### src/rtl/rst_release_seq_if.sv
// Handshake bundle for the reset-release sequencer: request/hold inputs, per-domain SETB outputs and status.
interface rst_release_seq_if #(
  parameter int NUM_DOMAINS = 4
);
  logic                   SOFT_REQ;
  logic                   HOLD;
  logic [NUM_DOMAINS-1:0] SETB_OUT;
  logic                   DONE;
  logic                   BUSY;

  modport master (output SOFT_REQ, HOLD, input SETB_OUT, DONE, BUSY);
  modport slave  (input SOFT_REQ, HOLD, output SETB_OUT, DONE, BUSY);
endinterface

### src/rtl/rst_release_seq.sv
// Reset-release sequencer: asserts all SETB domains on RST, then releases them one by one on posedge CLK.
// Optional macro RST_RELEASE_SEQ_REQ_FILTER_EN adds a 3-sample filter on SOFT_REQ.
module rst_release_seq #(
  parameter int NUM_DOMAINS = 4,
  parameter int SYNC_STAGES = 2,
  parameter int GAP_CYCLES  = 8,
  parameter int MIN_ASSERT  = 4
) (
  input logic               CLK,
  input logic               RST,
  rst_release_seq_if.slave  io
);

  localparam int CNT_MAX = (GAP_CYCLES > MIN_ASSERT) ? GAP_CYCLES : MIN_ASSERT;
  localparam int CNT_W   = $clog2(CNT_MAX + 1);
  localparam int IDX_W   = (NUM_DOMAINS > 1) ? $clog2(NUM_DOMAINS) : 1;

  localparam logic [CNT_W-1:0] GAP_LAST    = CNT_W'(GAP_CYCLES - 1);
  localparam logic [CNT_W-1:0] ASSERT_LAST = CNT_W'(MIN_ASSERT - 1);
  localparam logic [IDX_W-1:0] IDX_LAST    = IDX_W'(NUM_DOMAINS - 1);

  typedef enum logic [1:0] {
    S_WAIT,
    S_RELEASE,
    S_DONE,
    S_ASSERT
  } state_t;

  state_t                 r_state, w_state_nx;
  logic [SYNC_STAGES-1:0] r_sync;
  logic [CNT_W-1:0]       r_cnt, w_cnt_nx;
  logic [IDX_W-1:0]       r_idx, w_idx_nx;
  logic [NUM_DOMAINS-1:0] r_setb, w_setb_nx;
  logic                   r_done, w_done_nx;
  logic                   w_rst_ok_nx;
  logic                   w_req_accept;

  // NOTE: sequential state uses non-blocking assignments so every flop samples pre-edge values.
  always_ff @(posedge CLK or posedge RST) begin
    if (RST) r_sync <= '0;
    else     r_sync <= {r_sync[SYNC_STAGES-2:0], 1'b1};
  end

  // rst_ok rises on this edge when the next-to-last stage is already 1, so WAIT can leave on T0 itself.
  assign w_rst_ok_nx = r_sync[SYNC_STAGES-2];

`ifdef RST_RELEASE_SEQ_REQ_FILTER_EN
  logic [1:0] r_req_cnt, w_req_cnt_nx;

  always_comb begin
    w_req_cnt_nx = '0;
    w_req_accept = 1'b0;
    if (r_state == S_DONE && io.SOFT_REQ) begin
      if (r_req_cnt == 2'd2) w_req_accept = 1'b1;
      else                   w_req_cnt_nx = r_req_cnt + 2'd1;
    end
  end

  always_ff @(posedge CLK or posedge RST) begin
    if (RST) r_req_cnt <= '0;
    else     r_req_cnt <= w_req_cnt_nx;
  end
`else
  assign w_req_accept = io.SOFT_REQ;
`endif

  // NOTE: every output of this block gets a default first, so no path leaves a latch behind.
  always_comb begin
    w_state_nx = r_state;
    w_cnt_nx   = r_cnt;
    w_idx_nx   = r_idx;
    w_setb_nx  = r_setb;
    w_done_nx  = r_done;
    case (r_state)
      S_WAIT: begin
        if (w_rst_ok_nx) begin
          w_state_nx = S_RELEASE;
          w_cnt_nx   = '0;
        end
      end
      S_RELEASE: begin
        if (!io.HOLD) begin
          if (r_cnt == GAP_LAST) begin
            w_cnt_nx         = '0;
            w_setb_nx[r_idx] = 1'b1;
            if (r_idx == IDX_LAST) begin
              w_state_nx = S_DONE;
              w_done_nx  = 1'b1;
              w_idx_nx   = '0;
            end else begin
              w_idx_nx = r_idx + IDX_W'(1);
            end
          end else begin
            w_cnt_nx = r_cnt + CNT_W'(1);
          end
        end
      end
      S_DONE: begin
        if (w_req_accept) begin
          w_state_nx = S_ASSERT;
          w_setb_nx  = '0;
          w_done_nx  = 1'b0;
          w_cnt_nx   = '0;
        end
      end
      S_ASSERT: begin
        // Final assert edge doubles as the new T0 for the release schedule.
        if (r_cnt == ASSERT_LAST) begin
          w_state_nx = S_RELEASE;
          w_cnt_nx   = '0;
        end else begin
          w_cnt_nx = r_cnt + CNT_W'(1);
        end
      end
      default: w_state_nx = S_WAIT;
    endcase
  end

  always_ff @(posedge CLK or posedge RST) begin
    if (RST) begin
      r_state <= S_WAIT;
      r_cnt   <= '0;
      r_idx   <= '0;
      r_setb  <= '0;
      r_done  <= 1'b0;
    end else begin
      r_state <= w_state_nx;
      r_cnt   <= w_cnt_nx;
      r_idx   <= w_idx_nx;
      r_setb  <= w_setb_nx;
      r_done  <= w_done_nx;
    end
  end

  assign io.SETB_OUT = r_setb;
  assign io.DONE     = r_done;
  assign io.BUSY     = ~r_done;

endmodule

### src/flat_wrapper.sv
// flat-port wrapper written by rule: the top's interface ports become plain ports
module rst_release_seq_flat 
#(
  parameter int NUM_DOMAINS = 4,
  parameter int SYNC_STAGES = 2,
  parameter int GAP_CYCLES  = 8,
  parameter int MIN_ASSERT  = 4
)
  (CLK, RST, io_SOFT_REQ, io_HOLD, io_SETB_OUT, io_DONE, io_BUSY);
  rst_release_seq_if #(.NUM_DOMAINS(NUM_DOMAINS)) io_i ();
  input logic CLK;
  input logic RST;
  input wire logic [$bits(io_i.SOFT_REQ)-1:0] io_SOFT_REQ;
  input wire logic [$bits(io_i.HOLD)-1:0] io_HOLD;
  output wire logic [$bits(io_i.SETB_OUT)-1:0] io_SETB_OUT;
  output wire logic [$bits(io_i.DONE)-1:0] io_DONE;
  output wire logic [$bits(io_i.BUSY)-1:0] io_BUSY;
  assign io_i.SOFT_REQ = io_SOFT_REQ;
  assign io_i.HOLD = io_HOLD;
  assign io_SETB_OUT = io_i.SETB_OUT;
  assign io_DONE = io_i.DONE;
  assign io_BUSY = io_i.BUSY;
  rst_release_seq #(.NUM_DOMAINS(NUM_DOMAINS), .SYNC_STAGES(SYNC_STAGES), .GAP_CYCLES(GAP_CYCLES), .MIN_ASSERT(MIN_ASSERT)) u_core (.CLK(CLK), .RST(RST), .io(io_i));
endmodule
### config.mk
export PLATFORM = sky130hd
export DESIGN_NAME = rst_release_seq_flat
export DESIGN_NICKNAME = d
export VERILOG_FILES = /design/src/rtl/rst_release_seq_if.sv /design/src/rtl/rst_release_seq.sv /design/src/flat_wrapper.sv
export SDC_FILE = /design/constraint.sdc
export NUM_CORES = 1
export LEC_CHECK = 0
export CORE_ASPECT_RATIO = 0.9
export CORE_MARGIN = 2
export CORE_UTILIZATION = 35
export CTS_BUF_LIST = sky130_fd_sc_hd__clkbuf_4 sky130_fd_sc_hd__clkbuf_8 sky130_fd_sc_hd__clkbuf_16
export DETAILED_ROUTE_END_ITERATION = 12
export GPL_ROUTABILITY_DRIVEN = 1
export PLACE_DENSITY = 0.65
export SYNTH_ARGS = -nofsm -noshare
export SYNTH_HDL_FRONTEND = slang
export SYNTH_SLANG_ARGS = --single-unit
### constraint.sdc
create_clock -name CLK -period 1.65 [get_ports CLK]
set_input_delay 0.33 -clock CLK [delete_from_list [all_inputs] [get_ports CLK]]
set_output_delay 0.33 -clock CLK [all_outputs]
set_load 0.02 [all_outputs]
==> impl_metrics.py, run 1 <==
metrics = {
    "status": {
        "status": "completed",
    },
    "clock_network": {
        "clk_transition_reported_paths_ps": 90,
        "cts_hold_buf": 0,
        "htree_num_levels": 1,
        "cts_buffers": 3,
        "cts_max_path_buffers": 2,
        "cts_tree": "built",
        "cts.sink_count": 14,
        "clock_latency_ps": 290,
        "cts_root_buffer": "clkbuf_4",
        "cts.repair.resized": 1,
        "cts_setup_buffers": 0,
    },
    "hold_path": {
        "min_path_type": "primary input to asynchronous set/reset pin",
    },
    "yosys": {
        "synthCells": 87,
        "synth_warnings": 0,
        "synth_edf_count": 0,
        "syn_nets": 101,
        "ys_seq_area_share_pct": 40.2,
        "synthDistinctLibCells": 30,
        "syn_area_um2": 871,
        "ys_ff_latch": 14,
        "post_synth.cell_area_avg_um2": 10.0,
        "async_flop_share_pct": 100,
        "synth_flop_cell": "dfrtp_1",
    },
    "power": {
        "ir_drop_mv": 0.568,
        "power_leakage_nw": 0.537,
        "power_mw": 0.962,
        "powerDensity_nw_per_um2": 879,
    },
    "setup_path": {
        "startpoint": "u_core.io.SETB_OUT[3]",
        "cp.depth": 1,
        "rrSetupSlack_ps": 80,
        "r2r.worst_path.cells": 6,
        "startpoint_type": "flip-flop",
        "worstPathMaxFanout": 3,
        "crit_path_end_kind": "primary output",
        "critPathArrivalTime_ps": 1270,
        "worstPathRequired_ps": 1320,
        "critical_path.top_delay_family": "buffers and inverters",
        "crit_type": "flip-flop to primary output",
        "crit_chain": "clkdlybuf4s50_1",
        "crit_path_top_delay_cell": "clkdlybuf4s50_1",
        "path_buf_inv": 1,
        "rr_startpoint": "u_core.r_state[1]",
        "r2r-end": "u_core.r_state[1]",
        "cp_slowest_stage_delay_ps": 610,
        "crit_end": "io_SETB_OUT[3]",
    },
    "global_route": {
        "grt_pass1_wl_um": 2830,
        "grt_overflow": 0,
        "grt_max_degree": 15,
        "track_usage_pct": 13.1,
        "grt_pass1_vias": 654,
        "antenna_found_initial": 0,
    },
    "sta": {
        "fin_crit_sh_pct": 96.9,
        "maxSlewHeadroom_pct": 63.4,
        "setup_viol": 0,
        "layout_setup_ws_ps": 50.7,
        "fmax_mhz": 625,
        "worstMarginPinSlew_ps": 549,
        "hold_viol_final": 0,
        "clock_skew_ps": 6.00,
        "fin_crit_ps": 1600,
        "rsz0062_at_grt": "yes",
        "whs_ps": 379,
        "slew_viol_final": 0,
    },
    "place": {
        "io_buffers": 9,
        "post-place-ws_ps": -68.3,
        "dpl_cell_area_um2": 1030,
        "dp_hpwl_um": 1220,
        "gp_congestion": 0.776,
    },
    "job": {
        "maxCapViolCount": 0,
    },
    "drt": {
        "drt_iter0_drc": 6,
        "dr.pass1.iters": 4,
        "via_per_inst": 4.89,
        "drc": 0,
        "wl_um": 1580,
        "num_vias": 651,
        "ant_nets": 0,
        "wl_per_cell_um": 11.9,
    },
    "layout": {
        "diodes": 0,
        "design_area_um2": 1090,
        "drive_above_1_share_pct": 21.9,
        "layout.nets": 120,
        "areaGrowthSynthToFinish_pct": 25.7,
        "fillers": 232,
    },
    "die": {
        "core_um2": 2400,
        "dieArea_um2": 2900,
        "rows": 17,
        "io_pins": 10,
        "die_h_um": 51.3,
        "initial_core_util_pct": 36.2,
        "die_x_um": 56.6,
    },
}
==> power by group <==
part | total (mW) | internal (mW) | switching [mW]
Clock | 0.250 | 0.134 | 0.115
Combinational | 0.237 | 0.128 | 0.108
Sequential | 0.476 | 0.396 | 0.0793
Total | 0.962 | 0.659 | 0.303
==> cell usage in the layout (no fill, tap or decap), types with 2 or more instances in the layout <==
cell type and count:
buf_4 7, clkbuf_4 3, mux2i_1 2, ha_1 8, dfrtp_1 14, inv_1 4
inv_2 2, dlymetal6s2s_1 2, nand3_1 6, nand2b_1 4, mux2_2 2, a22o_1 2
clkdlybuf4s50_1 6, nor3_1 2, ha_2 2, nand2_1 12, o21ai_0 6, a21o_1 3
==> synthesized netlist by cell type (2+ instances only) <==
library cell	instances	area share, %
a22o_1	2	2.0
dfrtp_1	14	40
nor3_1	2	1.1
mux2i_1	2	2.3
nand2b_1	4	2.9
ha_1	10	14
mux2_2	2	2.6
nand3_1	6	3.4
o21ai_0	6	3.4
nand2_1	12	5.2
a21o_1	3	2.6
inv_1	6	2.6
==> worst register-to-register path: stages, from the launching register on <==
cell and delay [ps]:
dfrtp_1 430, inv_2 90, ha_2 200, nand2_1 70, and3_1 220, nand3_1 100, mux2_2 340
==> through the flow <==
step | cells | TNS (ps) | util (%)
2_1_floorplan | 87 | 0 | -
6_report | 133 | 0 | 45.5
4_1_cts | 133 | 0 | 44.5
3_5_place_dp | 129 | -269 | 43.0
3_3_place_gp | 129 | -120 | 43.0
5_1_grt | 133 | -16.7 | 45.5
==> final cells by class <==
type / count / area, um^2 / area share [%]
Timing Repair Buffer: 16 / 146 / 13.4
Multi-Input combinational cell: 65 / 504 / 46.1
Tap cell: 28 / 35.0 / 3.20
Sequential cell: 14 / 350 / 32.0
Clock buffer: 4 / 36.3 / 3.31
Inverter: 6 / 22.5 / 2.06
==> registers in the layout, indices dropped and copies added (netlist names) <==
register / count
u_core.r_sync: 1
u_core.r_state: 2
u_core.io.DONE: 1
u_core.r_idx: 2
u_core.r_cnt: 4
u_core.io.SETB_OUT: 4
==> worst min path at each step <==
stage,cells past startpoint,endpoint
CTS,2,u_core.r_cnt[2]
floorplan,1,u_core.io.DONE
detailed placement,1,u_core.io.SETB_OUT[0]
finish,2,u_core.r_cnt[2]
global route,2,u_core.r_cnt[1]
global placement,1,u_core.io.SETB_OUT[0]
==> per-layer routing <==
metal	global-route usage (%)	up-vias	part of all wire, %	wire length (um)
met4	5.95	0	1.6	26
li1	-	337	-	-
met5	0	-	0	0
met3	4.56	4	5.9	93
met1	16.2	298	46	720
met2	20.5	12	47	739
==> cell families (layout without fill, tap and decap cells) <==
kind of cell	after synthesis	count (layout)	share of synthesized area, %
flops	14	14	40.2
compound gates	16	16	12.6
fa+ha+maj	10	10	14.4
simple gates	33	33	21.4
buf+inv	8	26	4.31
other cells	1	1	0.431
mux	5	5	6.61
No activity file was read; power rests on OpenSTA's default activity.
==> inputs of run 2 (changes only) <==
PLACE_DENSITY = 0.63   (was 0.65)
clock period = 2 ns   (was 1.65 ns; I/O delays follow)
==> impl_metrics.py, run 2 (same netlist as run 1, synthesis figures left out) <==
metrics = {
    "setup_path": {
        "worstPathMaxFanout": 2,
        "critPathArrivalTime_ps": 1330,
        "worstPathRequired_ps": 1600,
        "crit_path_end_kind": "primary output",
        "crit_chain": "inv_1 -> clkdlybuf4s50_1",
        "cp_slowest_stage_delay_ps": 600,
        "crit_path_top_delay_cell": "clkdlybuf4s50_1",
        "crit_type": "flip-flop to primary output",
        "startpoint_type": "flip-flop",
    },
    "place": {
        "gp_congestion": 0.703,
        "dp_hpwl_um": 1180,
        "io_buffers": 9,
        "post-place-ws_ps": 118,
    },
    "layout": {
        "diodes": 0,
        "drive_above_1_share_pct": 12.1,
        "final_cell_mix": "14 x dfrtp_1, 12 x nand2_1, 10 x ha_1",
        "layout.nets": 114,
        "areaGrowthSynthToFinish_pct": 17.7,
        "layout.cells.most_common": "dfrtp_1",
    },
    "sta": {
        "setup_viol": 0,
        "fin_crit_ps": 1730,
        "hold_viol_final": 0,
        "layout_setup_ws_ps": 273,
        "tns_ps": 0,
        "fmax_mhz": 579,
        "maxSlewHeadroom_pct": 65.0,
        "worstMarginPinSlew_ps": 525,
        "slew_viol_final": 0,
        "fin_crit_sh_pct": 86.4,
        "rsz0062_at_grt": "no",
        "clock_skew_ps": 0.644,
    },
    "power": {
        "power_mw": 0.768,
        "powerDensity_nw_per_um2": 749,
        "power_leakage_nw": 0.492,
        "ir_drop_mv": 0.393,
    },
    "clock_network": {
        "clock_latency_ps": 280,
        "cts.sink_count": 14,
        "cts_tree": "built",
        "cts_max_path_buffers": 2,
        "htree_num_levels": 1,
        "clk_transition_reported_paths_ps": 80,
        "cts_setup_buffers": 0,
        "cts.repair.resized": 0,
        "cts_hold_buf": 0,
        "cts_root_buffer": "clkbuf_4",
        "cts_buffers": 3,
    },
    "global_route": {
        "grt_max_degree": 15,
        "antenna_found_initial": 0,
        "grt_pass1_vias": 636,
        "track_usage_pct": 12.3,
        "grt_pass1_wl_um": 2690,
        "grt_overflow": 0,
    },
    "die": {
        "dieArea_um2": 2900,
        "io_pins": 10,
        "core_um2": 2400,
        "die_h_um": 51.3,
        "initial_core_util_pct": 36.2,
        "rows": 17,
        "die_x_um": 56.6,
    },
    "drt": {
        "drc": 0,
        "dr.pass1.iters": 4,
        "wl_um": 1480,
        "wl_per_cell_um": 11.7,
        "via_per_inst": 5.06,
        "drt_iter0_drc": 10,
        "ant_nets": 0,
        "num_vias": 642,
    },
    "hold_path": {
        "min_path_type": "primary input to asynchronous set/reset pin",
    },
    "status": {
        "status": "completed",
    },
    "job": {
        "maxCapViolCount": 0,
    },
}
[run 2: area by class of cell]
cell class                 instances  area [um^2]
clock buffer                       4         36.3
fill                             247         1380
multi-input combinational         65          483
tap                               28         35.0
timing repair buffer              10         97.6
inverter                           6         22.5
sequential                        14          350
[run 2: worst max-delay path: cells and delay by family (launching register included)]
family                 cells  cell delay, ps
buffers and inverters      2             670
flip-flops                 1             380
[run 2: worst paths after layout]
| kind | start | end | slack (ps) | depth (start not counted) |
|---|---|---|---|---|
| min in group CLK | u_core.io.SETB_OUT[0] | u_core.io.SETB_OUT[0] | 500 | 1 |
| max in group asynchronous | RST | u_core.r_state[0] | 1200 | 2 |
| hold reg to reg | u_core.io.SETB_OUT[0] | u_core.io.SETB_OUT[0] | 500 | 1 |
| setup reg to reg | u_core.r_state[0] | u_core.r_cnt[3] | 280 | 6 |
| setup / recovery | u_core.io.DONE | io_BUSY | 270 | 2 |
| hold / removal | RST | u_core.r_idx[0] | 450 | 2 |
[run 2: power breakdown]
part	switching [mW]	internal (mW)	total, mW
Clock	0.0910	0.111	0.202
Combinational	0.0826	0.0975	0.180
Sequential	0.0585	0.327	0.386
Total	0.232	0.535	0.768
[run 2: per-layer routing]
metal / global-route usage [%] / part of all wire [%] / vias up
met5: 0 / 0 / -
met4: 3.57 / 0.54 / 0
met3: 4.56 / 4.4 / 2
met2: 20.7 / 47 / 10
met1: 14.6 / 48 / 302
li1: - / - / 328
[run 2: metrics by stage]
step / instances / cell area, um^2 / utilization, % / hold slack [ps]
after floorplan: 87 / 871 / - / 289
after CTS: 127 / 1020 / 42.6 / 464
final: 127 / 1020 / 42.6 / 448
after global routing: 127 / 1020 / 42.6 / 513
after global placement: 123 / 988 / 41.1 / 479
after detailed placement: 123 / 988 / 41.1 / 480
==> inputs of run 3 (changes only) <==
GPL_ROUTABILITY_DRIVEN = default   (was 1)
PLACE_DENSITY = 0.65   (was 0.63)
clock period = 1.5 ns   (was 2 ns; I/O delays follow)
==> impl_metrics.py, run 3 (same netlist as run 1, synthesis figures left out) <==
metrics = {
    "place": {
        "gp_congestion": 0.790,
        "io_buffers": 9,
        "dp_hpwl_um": 1350,
        "post-place-ws_ps": -206,
    },
    "drt": {
        "dr.pass1.iters": 4,
        "wl_um": 1870,
        "drt_iter0_drc": 7,
        "num_vias": 706,
        "via_per_inst": 4.94,
        "ant_nets": 0,
        "drc": 0,
        "wl_per_cell_um": 13.0,
    },
    "sta": {
        "clock_skew_ps": 6.75,
        "rsz0062_at_grt": "yes",
        "setup_viol": 2,
        "hold_viol_final": 0,
        "layout_setup_ws_ps": -16.5,
        "slew_viol_final": 0,
        "fmax_mhz": 659,
        "fin_crit_sh_pct": 101,
        "fin_crit_ps": 1520,
    },
    "clock_network": {
        "cts_max_path_buffers": 2,
        "clock_latency_ps": 280,
        "cts_hold_buf": 0,
        "htree_num_levels": 1,
        "cts_buffers": 3,
        "cts_tree": "built",
        "clk_transition_reported_paths_ps": 90,
        "cts_root_buffer": "clkbuf_4",
        "cts.sink_count": 14,
    },
    "setup_path": {
        "startpoint": "u_core.r_state[0]",
        "rrSetupSlack_ps": -20,
        "critPathArrivalTime_ps": 1690,
        "crit_end": "u_core.r_cnt[0]",
        "crit_path_end_kind": "flip-flop",
        "r2r.worst_path.cells": 7,
        "worstPathRequired_ps": 1680,
        "crit_type": "flip-flop to flip-flop",
        "r2r-end": "u_core.r_cnt[0]",
        "rr_startpoint": "u_core.r_state[0]",
        "worstPathMaxFanout": 4,
        "startpoint_type": "flip-flop",
    },
    "global_route": {
        "grt_pass1_vias": 699,
        "track_usage_pct": 14.5,
        "grt_pass1_wl_um": 3140,
        "grt_max_degree": 15,
        "grt_overflow": 0,
        "antenna_found_initial": 0,
    },
    "power": {
        "powerDensity_nw_per_um2": 849,
        "ir_drop_mv": 0.842,
        "power_mw": 1.04,
        "power_leakage_nw": 0.592,
    },
    "layout": {
        "areaGrowthSynthToFinish_pct": 40.8,
        "diodes": 0,
        "drive_above_1_share_pct": 36.5,
        "fillers": 233,
        "layout.cells.most_common": "buf_4",
        "final_cell_mix": "15 x buf_4, 13 x dfrtp_1, 11 x nand2_1",
        "ff_latch_area_um2": 352,
        "multi_input_area_um2": 566,
        "layout.nets": 131,
    },
    "job": {
        "maxCapViolCount": 0,
    },
    "die": {
        "die_h_um": 51.3,
        "dieArea_um2": 2900,
        "initial_core_util_pct": 36.2,
        "core_um2": 2400,
        "rows": 17,
        "die_x_um": 56.6,
        "io_pins": 10,
    },
    "status": {
        "violations": "setup timing",
        "status": "finished, violations left",
    },
    "hold_path": {
        "min_path_type": "primary input to asynchronous set/reset pin",
    },
}
run 3: changes by cell type in the layout (fill, tap and decap cells not counted), moves of 2 or more:
cell             delta
buf_4              +14
buf_6               +3
clkdlybuf4s50_1     -6
dlygate4sd2_1       +6
ha_1                -4
ha_4                +3
inv_1               -2
inv_2               +2
nand3_1             -2
nand3_2             +2
run 3: area by class of cell:
type	count	area share, %
multi-input combinational	65	46.1
sequential	14	28.7
timing repair buffer	27	18.7
tap	28	2.86
clock buffer	3	1.84
inverter	6	1.84
run 3: worst min path at each step:
stage,slack (ps),start,endpoint,cells after the start
after floorplan,190,RST,u_core.io.DONE,1
after global placement,480,u_core.io.SETB_OUT[0],u_core.io.SETB_OUT[0],1
final,300,RST,u_core.r_idx[1],3
after CTS,300,RST,u_core.r_idx[1],3
after global routing,320,RST,u_core.r_sync[0],3
after detailed placement,490,u_core.io.SETB_OUT[0],u_core.io.SETB_OUT[0],1
run 3: repair_timing:
action	CTS	global route
gates resized for setup	19	6
hold endpoints to repair	0	0
endpoints found under the setup margin	17	12
pin swaps	2	1
setup buffers	4	0
run 3: per-layer routing:
| layer | vias to the layer above | track usage (%) | share of wire (%) |
|---|---|---|---|
| met5 | - | 0 | 0 |
| met4 | 0 | 3.57 | 0.75 |
| met3 | 2 | 5.32 | 3.9 |
| met2 | 11 | 25.2 | 50 |
| met1 | 330 | 16.9 | 45 |
| li1 | 363 | - | - |
run 3: metrics by stage:
stage | utilization (%) | area (um^2) | hold slack (ps) | TNS [ps] | instances
floorplan | - | 880 | 189 | -18.6 | 87
global placement | 45.5 | 1090 | 475 | -1120 | 136
detailed placement | 45.5 | 1090 | 487 | -1410 | 136
CTS | 49.5 | 1190 | 304 | -40.8 | 143
global route | 51.0 | 1230 | 325 | -263 | 143
finish | 51.0 | 1230 | 304 | -26.4 | 143
run 3: where the power goes:
group	internal [mW]	total [mW]	switching (mW)
Clock	0.0931	0.212	0.119
Sequential	0.436	0.521	0.0843
Combinational	0.169	0.309	0.139
run 3: critical path, cell delays in order (launching register included):
cell and delay [ps]:
dfrtp_2 430, buf_6 130, ha_4 160, mux2_4 280, o21ai_4 130, buf_6 120
nor3_2 30, a21o_1 140
==> edit: new RTL, config.mk and constraints of run 2 <==
Build with the macro `RST_RELEASE_SEQ_REQ_FILTER_EN` defined.
--- a/src/rtl/rst_release_seq.sv
+++ b/src/rtl/rst_release_seq.sv
@@ -1,5 +1,7 @@
 // Reset-release sequencer: asserts all SETB domains on RST, then releases them one by one on posedge CLK.
 // Optional macro RST_RELEASE_SEQ_REQ_FILTER_EN adds a 3-sample filter on SOFT_REQ.
+`define RST_RELEASE_SEQ_REQ_FILTER_EN
+
 module rst_release_seq #(
   parameter int NUM_DOMAINS = 4,
   parameter int SYNC_STAGES = 2,
Function: same outputs for any inputs over 10 cycles, from zero or initial values and one cycle with RST high; that may be too few to reach the edited logic, so the function may still have changed.
==> edit against run 2 <==
Cell area increased by 4.3%; worst setup slack got worse by 0.17 ns; count of clock-buffer cells in the layout decreased by 1; wire length increased by 3.6%; die area increased by 2.7%; area after synthesis increased by 2.9%; sequential share of layout area increased by 3.3 points; register-to-register slack got worse by 0.18 ns; sequential cell count increased by 2.
Power is not compared: it rests on default switching activity, and its combinational part moved more than twofold at a synthesized area within 25%.
==> edit: results <==
[status]
status = completed

[global_routing]
grt_usage = 0.123
grt_pass1_vias = 639
grt_pass1_wl_um = 2720
grt_max_degree = 17

[cells_and_area]
drive_above_1_share = 0.147

[setup_path]
worstSetupPathType = register to register
cp.arrival_ns = 2.07
critPathMaxStageDelay_ns = 0.42
slowest_stage = dfrtp_1
path_max_fanout = 8
path_delay_family = multiplexers
r2r_slack_ns = 0.10
endpoint = u_core.r_state[1]

[route]
first_pass_iters = 4
wl_per_cell_um = 12.5
vias = 618
drtIter0Drc = 10

[placed_design]
place_hpwl_um = 1190
place_congestion = 0.760

[synth]
ys_seq_area_frac = 0.447
synthesis.nets = 94
synth_mux_area_frac = 0.0810
yosys-top-cells-count = 16 x dfrtp_1, 10 x ha_1, 8 x inv_1, 6 x a21oi_1, 4 x a31oi_1
yosys-top-cells-area = dfrtp_1 45%, ha_1 14%, a21oi_1 3.4%
synth_fa_ha_area_frac = 0.140
synth_compound_area_frac = 0.163

[min_path]
hold_path.class = register to register

[sta]
max_slew.worst_pin.slew_ns = 0.622
fin_hold_ws_ns = 0.452
finClkSkew_ns = 0.00304

[clock_network]
clockBufferDepth = 2
==> edit: cell types whose count changed after synthesis, moves of 2 or more <==
cell and delta:
dfrtp_1 +2, nand2b_1 -2, a21o_1 -2, inv_1 +2
a21oi_1 +5, o21ai_0 -3, a31oi_1 +4, nand3_1 -4
nand2_1 -10
==> edit: timing repair <==
action / in CTS / in global routing
endpoints found under the setup margin: 0 / 1
resized for setup: 0 / 1
setup buffers: 0 / 0
hold buffers: 0 / 0
==> edit: power breakdown <==
group | internal [W] | leakage, nW | switching [W]
clock | 0.0000699 | 0.0138 | 0.0000949
sequential | 0.000437 | 0.199 | 0.0000992
combinational | 0.000423 | 0.308 | 0.000428
total | 0.000930 | 0.520 | 0.000622
==> edit: layout make-up <==
class / count / area [um2]
fillers: 224 / 1380
multi-input cells: 56 / 468
flip-flops and latches: 16 / 400
repair buffers: 12 / 113
well taps: 28 / 35.0
inverters: 8 / 30.0
clock buffers: 3 / 22.5
==> edit: stage by stage <==
| step | cells | util | cell area (um2) | setup WS (ns) | total power (W) |
|---|---|---|---|---|---|
| floorplan | 80 | - | 896 | 0.209 | 0.00113 |
| global placement | 120 | 0.427 | 1040 | 0.144 | 0.00136 |
| detailed placement | 120 | 0.427 | 1040 | 0.0242 | 0.00139 |
| CTS | 123 | 0.436 | 1070 | 0.00628 | 0.00157 |
| global route | 123 | 0.437 | 1070 | 0.0244 | 0.00169 |
| finish | 123 | 0.437 | 1070 | 0.100 | 0.00155 |
==> edit: per-layer routing <==
layer | vias up | wire length [um] | GRT usage
met1 | 282 | 734 | 0.150
met5 | - | 0 | 0
met3 | 2 | 106 | 0.0547
met4 | 0 | 12 | 0.0349
li1 | 315 | - | -
met2 | 19 | 684 | 0.197
